`config.mk`:
```
export PLATFORM = sky130hd
export DESIGN_NAME = mem_scheduler
export DESIGN_NICKNAME = d
export VERILOG_FILES = /design/src/rtl/mem_scheduler_pkg.sv /design/src/rtl/mem_scheduler_rr_pick.sv /design/src/rtl/mem_scheduler.sv
export SDC_FILE = /design/constraint.sdc
export NUM_CORES = 2
export LEC_CHECK = 0
export CELL_PAD_IN_SITES_DETAIL_PLACEMENT = 1
export CELL_PAD_IN_SITES_GLOBAL_PLACEMENT = 1
export CORE_AREA = 2 2 659 661
export CTS_BUF_LIST = sky130_fd_sc_hd__clkbuf_16
export CTS_CLUSTER_DIAMETER = 40
export DETAILED_ROUTE_END_ITERATION = 8
export DIE_AREA = 0 0 661 663
export HOLD_SLACK_MARGIN = 0.03
export PLACE_DENSITY_LB_ADDON = 0.1
export SLEW_MARGIN = 10
export SYNTH_ARGS = -nofsm -noshare
export SYNTH_HDL_FRONTEND = slang
export SYNTH_SLANG_ARGS = --single-unit
```
`constraint.sdc`:
```
create_clock -name clk_i -period 10.4 [get_ports clk_i]
set_input_delay 3.12 -clock clk_i [delete_from_list [all_inputs] [get_ports clk_i]]
set_output_delay 3.12 -clock clk_i [all_outputs]
set_load 0.005 [all_outputs]
```
`src/rtl/mem_scheduler_pkg.sv`:
```
// Shared definitions for the three-requester memory scheduler: FSM states,
// requester indices and wait-counter sizing.
package mem_scheduler_pkg;

    typedef enum logic [1:0] {
        IDLE  = 2'd0,
        ISSUE = 2'd1,
        WAIT  = 2'd2
    } mem_sched_state_t;

    localparam int REQ_DCACHE = 0;
    localparam int REQ_ICACHE = 1;
    localparam int REQ_DMA    = 2;

    localparam int         WAIT_CNT_W   = 8;
    localparam logic [7:0] WAIT_CNT_MAX = 8'hFF;

    // Index width that stays legal for a single requester.
    function automatic int idx_width(input int n);
        return (n > 1) ? $clog2(n) : 1;
    endfunction

endpackage

```
`src/rtl/mem_scheduler_rr_pick.sv`:
```
// Combinational rotating-priority pick: first set bit of mask_i at or after
// start_i, wrapping modulo N.
module rr_pick
    import mem_scheduler_pkg::*;
#(
    parameter int N     = 3,
    parameter int IDX_W = idx_width(N)
) (
    input  logic [N-1:0]     mask_i,
    input  logic [IDX_W-1:0] start_i,
    output logic             any_o,
    output logic [IDX_W-1:0] idx_o
);

    int off;
    int best;

    always_comb begin
        any_o = 1'b0;
        idx_o = '0;
        best  = N;
        off   = 0;
        for (int i = 0; i < N; i++) begin
            off = i - int'(start_i);
            if (off < 0) begin
                off = off + N;
            end
            if (mask_i[i] && (off < best)) begin
                best  = off;
                idx_o = IDX_W'(i);
                any_o = 1'b1;
            end
        end
    end

endmodule

```
`src/rtl/mem_scheduler.sv`:
```
// Single-outstanding memory scheduler for dcache, icache and a DMA port,
// with round-robin arbitration and a starvation override.
//
// state | meaning
// IDLE  | no transaction; pick and latch a winner when any request is valid
// ISSUE | mem_valid_o high with latched command; wait for mem_ready_i
// WAIT  | command accepted; wait for mem_done_i, then respond to the owner
module mem_scheduler
    import mem_scheduler_pkg::*;
#(
    parameter int NUM_REQ         = 3,
    parameter int ADDR_SIZE       = 32,
    parameter int CACHE_LINE_SIZE = 256,
    parameter int MAX_WAIT        = 15
) (
    input  logic                           clk_i,
    input  logic                           reset_i,
    input  logic [NUM_REQ-1:0]             req_valid_i,
    input  logic [NUM_REQ-1:0]             req_write_i,
    input  logic [NUM_REQ*ADDR_SIZE-1:0]   req_addr_i,
    input  logic [NUM_REQ*CACHE_LINE_SIZE-1:0] req_wdata_i,
    output logic [NUM_REQ-1:0]             req_ready_o,
    output logic [NUM_REQ-1:0]             resp_valid_o,
    output logic [CACHE_LINE_SIZE-1:0]     resp_rdata_o,
    output logic                           mem_valid_o,
    output logic                           mem_write_o,
    output logic [ADDR_SIZE-1:0]           mem_addr_o,
    output logic [CACHE_LINE_SIZE-1:0]     mem_wdata_o,
    input  logic                           mem_ready_i,
    input  logic                           mem_done_i,
    input  logic [CACHE_LINE_SIZE-1:0]     mem_rdata_i
);

    localparam int IDX_W = idx_width(NUM_REQ);
    typedef logic [IDX_W-1:0] idx_t;

    mem_sched_state_t           state_q;
    idx_t                       owner_q;
    idx_t                       last_q;
    logic                       write_q;
    logic [ADDR_SIZE-1:0]       addr_q;
    logic [CACHE_LINE_SIZE-1:0] wdata_q;
    logic [CACHE_LINE_SIZE-1:0] resp_rdata_q;
    logic [NUM_REQ-1:0]         resp_valid_q;
    logic [WAIT_CNT_W-1:0]      wait_cnt_q [NUM_REQ];
    logic [WAIT_CNT_W-1:0]      wait_cnt_d [NUM_REQ];

    idx_t               rr_start;
    idx_t               starve_idx;
    idx_t               rr_idx;
    idx_t               win_idx;
    logic               starve_any;
    logic               rr_any;
    logic               grant;
    logic [NUM_REQ-1:0] starve_mask;
    logic [NUM_REQ-1:0] ready_d;

    assign rr_start = (last_q == idx_t'(NUM_REQ - 1)) ? '0 : idx_t'(last_q + 1'b1);

    always_comb begin
        starve_mask = '0;
        for (int i = 0; i < NUM_REQ; i++) begin
            starve_mask[i] = req_valid_i[i] && (wait_cnt_q[i] >= WAIT_CNT_W'(MAX_WAIT));
        end
    end

    rr_pick #(.N(NUM_REQ), .IDX_W(IDX_W)) u_pick_starved (
        .mask_i  (starve_mask),
        .start_i ('0),
        .any_o   (starve_any),
        .idx_o   (starve_idx)
    );

    rr_pick #(.N(NUM_REQ), .IDX_W(IDX_W)) u_pick_rr (
        .mask_i  (req_valid_i),
        .start_i (rr_start),
        .any_o   (rr_any),
        .idx_o   (rr_idx)
    );

    assign win_idx = starve_any ? starve_idx : rr_idx;

    // A grant is held off during the response cycle so owner and new winner never overlap.
    assign grant = reset_i && (state_q == IDLE) && (resp_valid_q == '0) && rr_any;

    always_comb begin
        ready_d = '0;
        for (int i = 0; i < NUM_REQ; i++) begin
            ready_d[i] = grant && (win_idx == idx_t'(i));
        end
    end

    always_comb begin
        wait_cnt_d = wait_cnt_q;
        for (int i = 0; i < NUM_REQ; i++) begin
            if (!req_valid_i[i] || ready_d[i]) begin
                wait_cnt_d[i] = '0;
            end else if (wait_cnt_q[i] != WAIT_CNT_MAX) begin
                wait_cnt_d[i] = wait_cnt_q[i] + 1'b1;
            end
        end
    end

    always_ff @(posedge clk_i) begin
        if (!reset_i) begin
            state_q      <= IDLE;
            owner_q      <= '0;
            last_q       <= idx_t'(NUM_REQ - 1);
            write_q      <= 1'b0;
            addr_q       <= '0;
            wdata_q      <= '0;
            resp_rdata_q <= '0;
            resp_valid_q <= '0;
            for (int i = 0; i < NUM_REQ; i++) begin
                wait_cnt_q[i] <= '0;
            end
        end else begin
            resp_valid_q <= '0;
            wait_cnt_q   <= wait_cnt_d;
            case (state_q)
                IDLE: begin
                    if (grant) begin
                        owner_q <= win_idx;
                        write_q <= req_write_i[win_idx];
                        addr_q  <= req_addr_i[win_idx*ADDR_SIZE +: ADDR_SIZE];
                        wdata_q <= req_wdata_i[win_idx*CACHE_LINE_SIZE +: CACHE_LINE_SIZE];
                        state_q <= ISSUE;
                    end
                end
                ISSUE: begin
                    if (mem_ready_i) begin
                        state_q <= WAIT;
                    end
                end
                WAIT: begin
                    if (mem_done_i) begin
                        resp_valid_q[owner_q] <= 1'b1;
                        resp_rdata_q          <= mem_rdata_i;
                        last_q                <= owner_q;
                        state_q               <= IDLE;
                    end
                end
                default: state_q <= IDLE;
            endcase
        end
    end

    assign req_ready_o  = ready_d;
    assign resp_valid_o = resp_valid_q;
    assign resp_rdata_o = resp_rdata_q;
    assign mem_valid_o  = (state_q == ISSUE);
    assign mem_write_o  = write_q;
    assign mem_addr_o   = addr_q;
    assign mem_wdata_o  = wdata_q;

endmodule
```
==> out/results.ini <==
[yosys]
ys_warn_count=0
async_flop_share=0
synth_top_area_frac=0.447
yosys.area.top_type=dfxtp_1
seq_area_frac_synth=0.447
synth.avg_cell_area_um2=9.81
synthDistinctLibCells=66
synth_edf_count=0
netlist_instances=2638
ys_ff_latch=578
ys.flop_type=dfxtp_1
synth_area_um2=25900
synthTopCellsByArea=dfxtp_1 45%, a22oi_2 12%, mux2i_1 11%

[critical_path]
start_kind=input pin
critical_path_required_ns=7.28
crit_type=input pin to output pin
cp_max_fo=5
cp.arrival_ns=6.77
worstSetupEndpointType=output pin

[min_path]
hold_path_class=register to register

[power_and_ir_drop]
vdd_drop_max_mv=0.121
powerDensity_nw_per_um2=193
report.power.total_w=0.0108
p_leak_nw=19.4

[clocking]
clock_sinks=578
cts.path.max_buffers=4
cts_tree=done
hold_buffers=0
ctsResizeCount=0
cts_inserted_buffers=242
cts-root-buf=clkbuf_16
post_cts_buffers=0
clock_latency_ns=0.88
clk_pin_slew_ns=0.04
htreeDepth=4

[sta]
fin_skew_ns=0.0511
fin_crit_sh=0.951
slew_headroom=0.352
fmax_ghz=0.101
finalCriticalPeriod_ns=9.89
rsz0062_at_grt=no
worst_pin_slew_ns=0.971
slew_violations=0
hold_violations=0
setup_viol=0
timing.final.ws_setup_ns=0.506
fin_tns_setup_ns=0

[detailed_routing]
wirelength_um=272000
dr_wl_met2_um=152000
wl_per_cell_um=26.3
route.met3.wl_um=22200
vias_per_cell=2.81
dr.max_layer_used=met5
ant_nets=0
drc=0
drt_iter0_markers=985
first_pass_iters=5
met1_length_um=88600
vias=29100

[final_layout]
final_cells=10400
final_cell_area_um2=56200
nets=5557
drive_gt1_frac=0.124
multi_input_area_um2=13100
nFillCells=50300
syn2layout_area_growth_pct=117
mostFrequentLayoutCells=1,680 x clkdlybuf4s50_1, 578 x dfxtp_1, 529 x nand2_1
regArea_um2=11600
layout_commonest_cell=clkdlybuf4s50_1

[floorplanning]
die_height_um=663
core_area_um2=432000
start_util=0.0599
ios=1682
die_x_um=661
rows=242
die_area_um2=438000

[global_routing]
grtUsageTotal=0.119
grt_pass1_wl_um=343000
grt_pass1_vias=31000
grt_max_degree=133
grt_antenna_before_repair=216
grt_overflow=0

[placement]
pre_cts_ws_ns=0.432
portBuffers=1681
dpl_cell_area_um2=49100
routabilityCongestion=0.798
place_hpwl_um=224000
dp.cells=9899

[job]
cap_violations=0

[outcome]
status=completed

## power by group
group	internal [W]	leakage [nW]	switching [W]
Sequential	0.00247	4.73	0.000198
Combinational	0.00105	10.9	0.000899
Clock	0.00418	3.76	0.00204
Total	0.00769	19.4	0.00314
## routing by layer
layer / global-route usage / up-vias
met5: 0 / -
li1: - / 13100
met1: 0.109 / 13800
met4: 0.0332 / 106
met2: 0.241 / 1403
met3: 0.0439 / 680
## path summary, 6_finish.rpt
path | to | slack, ns | from | depth (start not counted)
hold reg to reg | resp_rdata_o[82]$_SDFFE_PN0P_ | 0.46 | resp_rdata_o[82]$_SDFFE_PN0P_ | 2
setup reg to reg | mem_wdata_o[75]$_SDFFE_PN0P_ | 4.01 | last_q[1]$_SDFFE_PN1P_ | 17
hold / removal | resp_rdata_o[82]$_SDFFE_PN0P_ | 0.46 | resp_rdata_o[82]$_SDFFE_PN0P_ | 2
setup / recovery | req_ready_o[0] | 0.51 | req_valid_i[1] | 14
## sequential cells by signal (all words and copies together) (netlist names)
signal,cells
mem_wdata_o,256
state_q,2
last_q,2
mem_addr_o,32
resp_rdata_o,256
resp_valid_o,3
wait_cnt_q,24
mem_write_o,1
owner_q,2
## critical path: stages
cell,delay [ns]
clkdlybuf4s50_1,0.72
inv_1,0.10
a311oi_2,0.30
o21ai_1,0.25
nand2_1,0.12
o21ai_0,0.09
ha_1,0.32
inv_1,0.04
a311o_1,0.33
and4b_4,0.24
o21ai_4,0.32
nand2_8,0.06
nor2_1,0.16
clkdlybuf4s50_1,0.58
## cells in the mapped netlist (all sizes together), types with 5 or more instances
cell,count
xnor2,5
nor4,5
nor3,10
and2,5
mux2i,289
nand2,530
a21boi,257
inv,9
o21ai,302
ha,18
dfxtp,578
nor2,34
buf,103
a22oi,287
nand3,15
and3,6
a21oi,11
nor2b,6
a31oi,5
xor2,7
clkbuf,110
## final cells by class
cell class,instances,area share
Antenna cell,23,0.00102
Clock buffer,246,0.109
Clock inverter,194,0.0164
Inverter,9,0.000601
Multi-Input combinational cell,1854,0.232
Sequential cell,578,0.206
Tap cell,5734,0.128
Timing Repair Buffer,1724,0.307
## cell families after synthesis
kind of cell    Yosys count  synth area share
flops                   578             0.447
fa+ha+maj                18           0.00870
compound gates          887             0.277
xor+xnor                 12           0.00406
simple gates            630            0.0992
buf+inv                 222            0.0522
other cells               2          0.000290
mux                     289             0.112
## per-stage QoR
stage / util / hold WS, ns
floorplan: - / 0.447
global placement: 0.114 / 0.452
detailed placement: 0.114 / 0.457
CTS: 0.130 / 0.462
global route: 0.130 / 0.481
finish: 0.130 / 0.460
Note: power is estimated with default switching activity, not from simulation.
